[config.mk]
export PLATFORM = sky130hd
export DESIGN_NAME = pwm_fade_sequencer
export DESIGN_NICKNAME = d
export VERILOG_FILES = /design/src/rtl/pwm_fade_sequencer.sv
export SDC_FILE = /design/constraint.sdc
export NUM_CORES = 1
export LEC_CHECK = 0
export CORE_ASPECT_RATIO = 1.75
export CORE_MARGIN = 1.5
export CORE_UTILIZATION = 45
export DETAILED_ROUTE_END_ITERATION = 7
export PLACE_DENSITY = 0.7
export SLEW_MARGIN = 5
export SYNTH_ARGS = -nofsm -noshare
export SYNTH_HDL_FRONTEND = slang
export SYNTH_SLANG_ARGS = --single-unit
[constraint.sdc]
create_clock -name clk -period 2.5 [get_ports clk]
set_clock_uncertainty 0.1 [all_clocks]
set_input_delay 0.625 -clock clk [delete_from_list [all_inputs] [get_ports clk]]
set_output_delay 0.625 -clock clk [all_outputs]
set_load 0.05 [all_outputs]
[src/rtl/pwm_fade_sequencer.sv]
// rtl/pwm_fade_sequencer.sv - level fade sequencer producing committed duty values for three PWM channels
// Ports: clk (rising edge); rst (synchronous, active-low); en (advance sequence);
//        mode (00 off, 01 ramp, 10 breathe, 11 colour cycle); period_end (commit strobe);
//        duty_r/duty_g/duty_b (committed duty, R+1 bits); step_tick (one pulse per level step);
//        state (FSM encoding: IDLE=0 UP=1 HOLD_HI=2 DOWN=3 HOLD_LO=4).
// Build option: PWM_SEQ_GAMMA_EN adds a registered (lvl*lvl)>>R gamma stage.
module pwm_fade_sequencer #(
    parameter int R          = 8,
    parameter int STEP_DIV   = 1250000,
    parameter int HOLD_TICKS = 16
) (
    input  logic       clk,
    input  logic       rst,
    input  logic       en,
    input  logic [1:0] mode,
    input  logic       period_end,
    output logic [R:0] duty_r,
    output logic [R:0] duty_g,
    output logic [R:0] duty_b,
    output logic       step_tick,
    output logic [2:0] state
);
    localparam int PW = (STEP_DIV > 1) ? $clog2(STEP_DIV) : 1;
    localparam int HW = (HOLD_TICKS > 1) ? $clog2(HOLD_TICKS) : 1;
    localparam logic [PW-1:0] PRESC_LAST = PW'(STEP_DIV - 1);
    localparam logic [HW-1:0] HOLD_LAST  = HW'(HOLD_TICKS - 1);
    localparam logic [R:0]    FULL       = {1'b1, {R{1'b0}}};
    localparam logic [R:0]    ONE        = (R+1)'(1);
    localparam logic [1:0]    MODE_OFF    = 2'b00;
    localparam logic [1:0]    MODE_RAMP   = 2'b01;
    localparam logic [1:0]    MODE_BREATH = 2'b10;
    localparam logic [1:0]    MODE_COLOUR = 2'b11;
    localparam logic [1:0]    CH_R = 2'd0;
    localparam logic [1:0]    CH_G = 2'd1;
    localparam logic [1:0]    CH_B = 2'd2;

    typedef enum logic [2:0] {
        S_IDLE    = 3'd0,
        S_UP      = 3'd1,
        S_HOLD_HI = 3'd2,
        S_DOWN    = 3'd3,
        S_HOLD_LO = 3'd4
    } state_t;

    state_t        cur, nxt;
    logic [PW-1:0] presc;
    logic [1:0]    mode_q;
    logic          mode_chg;
    logic [R:0]    lvl, lvl_n;
    logic [HW-1:0] hold_cnt, hold_n;
    logic [1:0]    chan, chan_n;
    logic [R:0]    f_lvl;
    logic [R:0]    pend_r, pend_g, pend_b;

    assign mode_chg  = (mode != mode_q);
    assign step_tick = rst && en && (presc == PRESC_LAST);
    assign state     = cur;

    always_comb begin
        nxt    = cur;
        lvl_n  = lvl;
        hold_n = hold_cnt;
        chan_n = chan;
        if (mode_chg) begin
            // A new pattern always restarts from a dark, red, idle sequence.
            nxt    = S_IDLE;
            lvl_n  = '0;
            hold_n = '0;
            chan_n = CH_R;
        end else if (step_tick) begin
            case (cur)
                S_IDLE: begin
                    if (mode != MODE_OFF) nxt = S_UP;
                end
                S_UP: begin
                    if (lvl == FULL) begin
                        // Only the ramp pattern sits at full scale in UP; it wraps to dark.
                        lvl_n = '0;
                    end else begin
                        lvl_n = lvl + ONE;
                        if (lvl == FULL - ONE && mode != MODE_RAMP) nxt = S_HOLD_HI;
                    end
                end
                S_HOLD_HI: begin
                    if (hold_cnt == HOLD_LAST) begin
                        hold_n = '0;
                        nxt    = S_DOWN;
                    end else begin
                        hold_n = hold_cnt + 1'b1;
                    end
                end
                S_DOWN: begin
                    if (lvl <= ONE) begin
                        lvl_n = '0;
                        nxt   = S_HOLD_LO;
                    end else begin
                        lvl_n = lvl - ONE;
                    end
                end
                S_HOLD_LO: begin
                    if (hold_cnt == HOLD_LAST) begin
                        hold_n = '0;
                        nxt    = S_UP;
                        if (mode == MODE_COLOUR) chan_n = (chan == CH_B) ? CH_R : chan + 2'd1;
                    end else begin
                        hold_n = hold_cnt + 1'b1;
                    end
                end
                default: nxt = S_IDLE;
            endcase
        end
    end

    always_ff @(posedge clk) begin
        if (!rst) begin
            presc    <= '0;
            mode_q   <= MODE_OFF;
            cur      <= S_IDLE;
            lvl      <= '0;
            hold_cnt <= '0;
            chan     <= CH_R;
            duty_r   <= '0;
            duty_g   <= '0;
            duty_b   <= '0;
        end else begin
            mode_q   <= mode;
            cur      <= nxt;
            lvl      <= lvl_n;
            hold_cnt <= hold_n;
            chan     <= chan_n;
            if (mode_chg)       presc <= '0;
            else if (step_tick) presc <= '0;
            else if (en)        presc <= presc + 1'b1;
            // Pending values are sampled before this edge's level update, so a
            // coincident step commits the old level.
            if (period_end) begin
                duty_r <= pend_r;
                duty_g <= pend_g;
                duty_b <= pend_b;
            end
        end
    end

`ifdef PWM_SEQ_GAMMA_EN
    logic [2*R+1:0] lvl_sq;
    assign lvl_sq = {{(R+1){1'b0}}, lvl} * {{(R+1){1'b0}}, lvl};
    always_ff @(posedge clk) begin
        if (!rst) f_lvl <= '0;
        else      f_lvl <= (R+1)'(lvl_sq >> R);
    end
`else
    assign f_lvl = lvl;
`endif

    always_comb begin
        pend_r = '0;
        pend_g = '0;
        pend_b = '0;
        case (mode)
            MODE_RAMP, MODE_BREATH: begin
                pend_r = f_lvl;
                pend_g = f_lvl;
                pend_b = f_lvl;
            end
            MODE_COLOUR: begin
                case (chan)
                    CH_R:    pend_r = f_lvl;
                    CH_G:    pend_g = f_lvl;
                    default: pend_b = f_lvl;
                endcase
            end
            default: ;
        endcase
    end
endmodule

# Yosys cells after proc, flatten, opt, wreduce, memory -nomap -nowiden
# Cells that the tools add are included.
# op_classes
add_sub_neg	5
n_eq_ne	21
mul	0
n_shift	0
magnitude_cmp	1
n_div	0
bitwise_logic	1
n_mux	18
reduce_logical	16
# ops
operator	n
9-bit case mux with 2 select lines	4
9-bit 2-to-1 mux	5
21-bit by 1-bit adder with 21-bit output, second input constant	1
21-bit equality test, second input constant	1
3-bit 2-to-1 mux	6
3-bit case mux with 5 select lines	1
2-bit != test, second input constant	6
9-bit by 1-bit adder with 9-bit output, second input constant	1
9-bit by 8-bit equality test with 1-bit output, second input constant	1
9-bit equality test, second input constant	1
9-bit by 1-bit less-or-equal comparator with 1-bit output, second input constant	1
9-bit by 1-bit subtractor with 9-bit output, second input constant	1
2-bit OR reduction	4
7-bit AND reduction	1
2-bit equality test, second input constant	3
3-bit by 2-bit equality test with 1-bit output, second input constant	2
4-bit by 1-bit adder with 4-bit output, second input constant	1
2-bit by 1-bit equality test with 1-bit output, second input constant	2
4-bit equality test, second input constant	1
4-bit 2-to-1 mux	1
2-bit AND reduction	2
4-bit AND reduction	1
2-bit nonzero test	2
3-bit by 1-bit equality test with 1-bit output, second input constant	1
10 further kinds	12
# word_totals
ram_bits	0
ff_bits	68
romBits	0
latch_bits	0
elab_cells	71
n_memories	0
output_inout_bits	31
input_bits	6

# Logic depth before layout (Yosys ltp)
# depth
depth_word	5
ltp_mapped	9
ltp_nobuf	9

# Least setup slack after synthesis
# Ideal clock, no wire load.
# synth_timing
kind	input-to-output
from	input en
to	output step_tick
path_slack_ps	-390
required_time_ps	1775
arrival_ps	2165
path_stages	4
n_path_buf	1
path_cell_list	clkbuf_2 nand4_2 or4_1 nor2_1
# synth_via
elab_chain_cells	2
# synth_lines
item	line_no	source
from (decl)	14	input logic en,
1-bit logical AND (2 in series)	56	assign step_tick = rst && en && (presc == PRESC_LAST);
to (decl)	20	output logic step_tick,
# No other way between the ends.

# Worst setup path in the final report
# layout_timing
from	register presc[1]
to	output step_tick
# layout_via
elab_chain_cells	2
# layout_lines
item	line_no	source
from (decl)	46	logic [PW-1:0] presc;
from (signal assigned)	133	else if (en) presc <= presc + 1'b1;
21-bit equality test	56	
1-bit logical AND	56	
# No other way between the ends.

==> results.json <==
{
  "ys.flop_type": "dfxtp_1",
  "end_kind": "output port",
  "clock-sinks": 68,
  "syn_area_um2": 3550,
  "synth_common_cells": "68 x dfxtp_1, 56 x nor2b_1, 44 x a21oi_1, 35 x nor2_1, 23 x clkbuf_1",
  "crit_arrival_ns": 1.69,
  "ys_ff_latch": 68,
  "synthArstFlopShare_pct": 0,
  "synth_top_area_share_pct": 38.3,
  "dpl.hpwl_um": 6440,
  "dr.pass1.iters": 4,
  "root_buffer": "clkbuf_16",
  "cts_tree": "yes",
  "synth_edf_count": 0,
  "max_slew_margin_pct": 53.9,
  "fin_hold_ws_ns": 0.401,
  "grt_overflow": 0,
  "cts_setup_buffers": 0,
  "num_io_pins": 37,
  "vias": 3209,
  "synth_cell_type_count": 58,
  "via_per_inst": 5.66,
  "setup_viol": 0,
  "utilization_pct": 58.4,
  "status": "complete, no violations",
  "nets": 491,
  "post-route-min-period_ns": 2.41,
  "power.density_nw_per_um2": 529,
  "setup_tns_ns": 0,
  "critical_path_class": "flop to output port",
  "antenna_found_initial": 0,
  "cp-start-kind": "flop",
  "row_count": 42,
  "grt_pass1_wl_um": 14800,
  "hold_path.class": "flop to flop",
  "rsz0062_at_grt": "no",
  "path_max_fanout": 4,
  "cts.path.max_buffers": 2,
  "dr.first_iter.drc_count": 168,
  "dieArea_um2": 8460,
  "drv_cap": 0,
  "ant_nets": 0,
  "syn_area_per_cell_um2": 8.30,
  "synthTopCellsByArea": "dfxtp_1 38%, nor2b_1 9.9%, a21oi_1 6.2%, xnor2_1 4.2%, ha_1 3.9%",
  "yosys.area.top_type": "dfxtp_1",
  "report.final.hold_viol_count": 0,
  "cts_made_buffers": 9,
  "syn_inst": 428,
  "tightest_slew_ns": 0.688,
  "io_buffers": 36,
  "dieHeight_um": 121,
  "wirelength_um": 8930,
  "wl_per_cell_um": 15.7,
  "grt_pass1_vias": 3287,
  "ys_seq_area_share_pct": 38.3,
  "clock_latency_ns": 0.33,
  "h-tree-depth": 3,
  "syn-num-nets": 445,
  "yosysWarnings": 0,
  "drv_slew": 0,
  "synth_most_common_cell": "dfxtp_1",
  "fin_crit_sh_pct": 96.6,
  "critPathRequiredTime_ns": 1.77,
  "grt_start_max_net_pins": 32,
  "drive_above_1_share_pct": 12.9,
  "initial_utilization_pct": 46.6,
  "gp_congestion": 0.977,
  "die_x_um": 70.2,
  "drc": 0,
  "areaGrowthSynthToFinish_pct": 25.2,
  "fmax_mhz": 414,
  "grtUsageTotal_pct": 21.9,
  "cts.clk_slew.worst_paths_ns": 0.05,
  "totalPowerFinal_mw": 2.35,
  "leakagePower_nw": 1.58,
  "max-vdd-ir-drop_mv": 0.410,
  "coreArea_um2": 7620,
  "diodes": 0
}
==> worst paths after layout <==
check,from,endpoint,slack [ns],cells after the start
max,presc[1]$_SDFFE_PP0P_,step_tick,0.09,5
min,hold_cnt[3]$_SDFFE_PP0P_,hold_cnt[3]$_SDFFE_PP0P_,0.40,2
max reg2reg,f_lvl[0]$_SDFFE_PP0P_,state[2]$_SDFFE_PP0P_,0.15,7
min reg2reg,hold_cnt[3]$_SDFFE_PP0P_,hold_cnt[3]$_SDFFE_PP0P_,0.40,2
==> registers in the layout (all words and copies together) (netlist names) <==
| register | cells |
|---|---|
| chan | 2 |
| duty_b | 9 |
| duty_g | 9 |
| duty_r | 9 |
| f_lvl | 9 |
| hold_cnt | 4 |
| mode_q | 2 |
| presc | 21 |
| state | 3 |
==> where the power goes <==
| group | switching [mW] | total (mW) | internal, mW |
|---|---|---|---|
| sequential | 0.00211 | 1.09 | 1.08 |
| combinational | 0.0578 | 0.0929 | 0.0351 |
| clock | 0.478 | 1.17 | 0.695 |
| total | 0.538 | 2.35 | 1.82 |
==> critical path, cell delays in order (launching register included) <==
cell     delay [ns]
dfxtp_4        0.37
ha_4           0.16
nand4_4        0.11
or4_4          0.46
nor2_4         0.12
buf_12         0.14
==> cells by family after synthesis <==
| family | synth area share, % |
|---|---|
| buf+inv | 4.86 |
| flops | 38.3 |
| mux | 1.13 |
| xor+xnor | 5.42 |
| compound gates | 14.4 |
| fa+ha+maj | 3.87 |
| simple gates | 31.9 |
==> area by class of cell <==
| class | count | area, um^2 |
|---|---|---|
| repair buffers | 61 | 552 |
| clock buffers | 10 | 239 |
| fillers | 700 | 3170 |
| inverters | 19 | 71.3 |
| well taps | 88 | 110 |
| multi-input cells | 315 | 2070 |
| flip-flops and latches | 68 | 1370 |
| clock inverters | 6 | 38.8 |
==> per-stage QoR <==
step                worst slack [ns]  area (um^2)  std cells
floorplan                     0.0399         3570        428
global placement              -0.299         4140        551
detailed placement            -0.317         4140        551
CTS                         0.000749         4450        567
global route                  0.0171         4450        567
finish                        0.0854         4450        567
==> layer usage <==
metal | track usage [%] | part of all wire (%) | vias up
met1 | 21.3 | 37 | 1504
li1 | - | - | 1586
met2 | 41.8 | 55 | 86
met4 | 12.9 | 3.8 | 0
met3 | 4.08 | 3.6 | 33
met5 | 0 | 0 | -
==> placed cells by master (no fill, tap or decap), drive strengths merged, types with 3 or more instances in the layout <==
cell type,instances
clkdlybuf4s50,31
mux2i,4
a211oi,4
nor3,16
nor4,7
xor2,5
or2,3
nor2,35
clkbuf,11
xnor2,17
dfxtp,68
ha,11
buf,27
nand4,10
o21ai,16
a21oi,44
or4,5
nand2b,4
nor2b,56
and2,3
and3,4
inv,20
nand3,11
a31oi,3
or3,8
nand2,19
clkinv,3
==> timing repair <==
item	CTS	global route
pin swaps	1	1
gates resized for setup	11	3
setup endpoints to repair	1	3
endpoints found under the hold margin	0	0
hold buffers	0	0
Note: power is estimated with default switching activity, not from simulation.
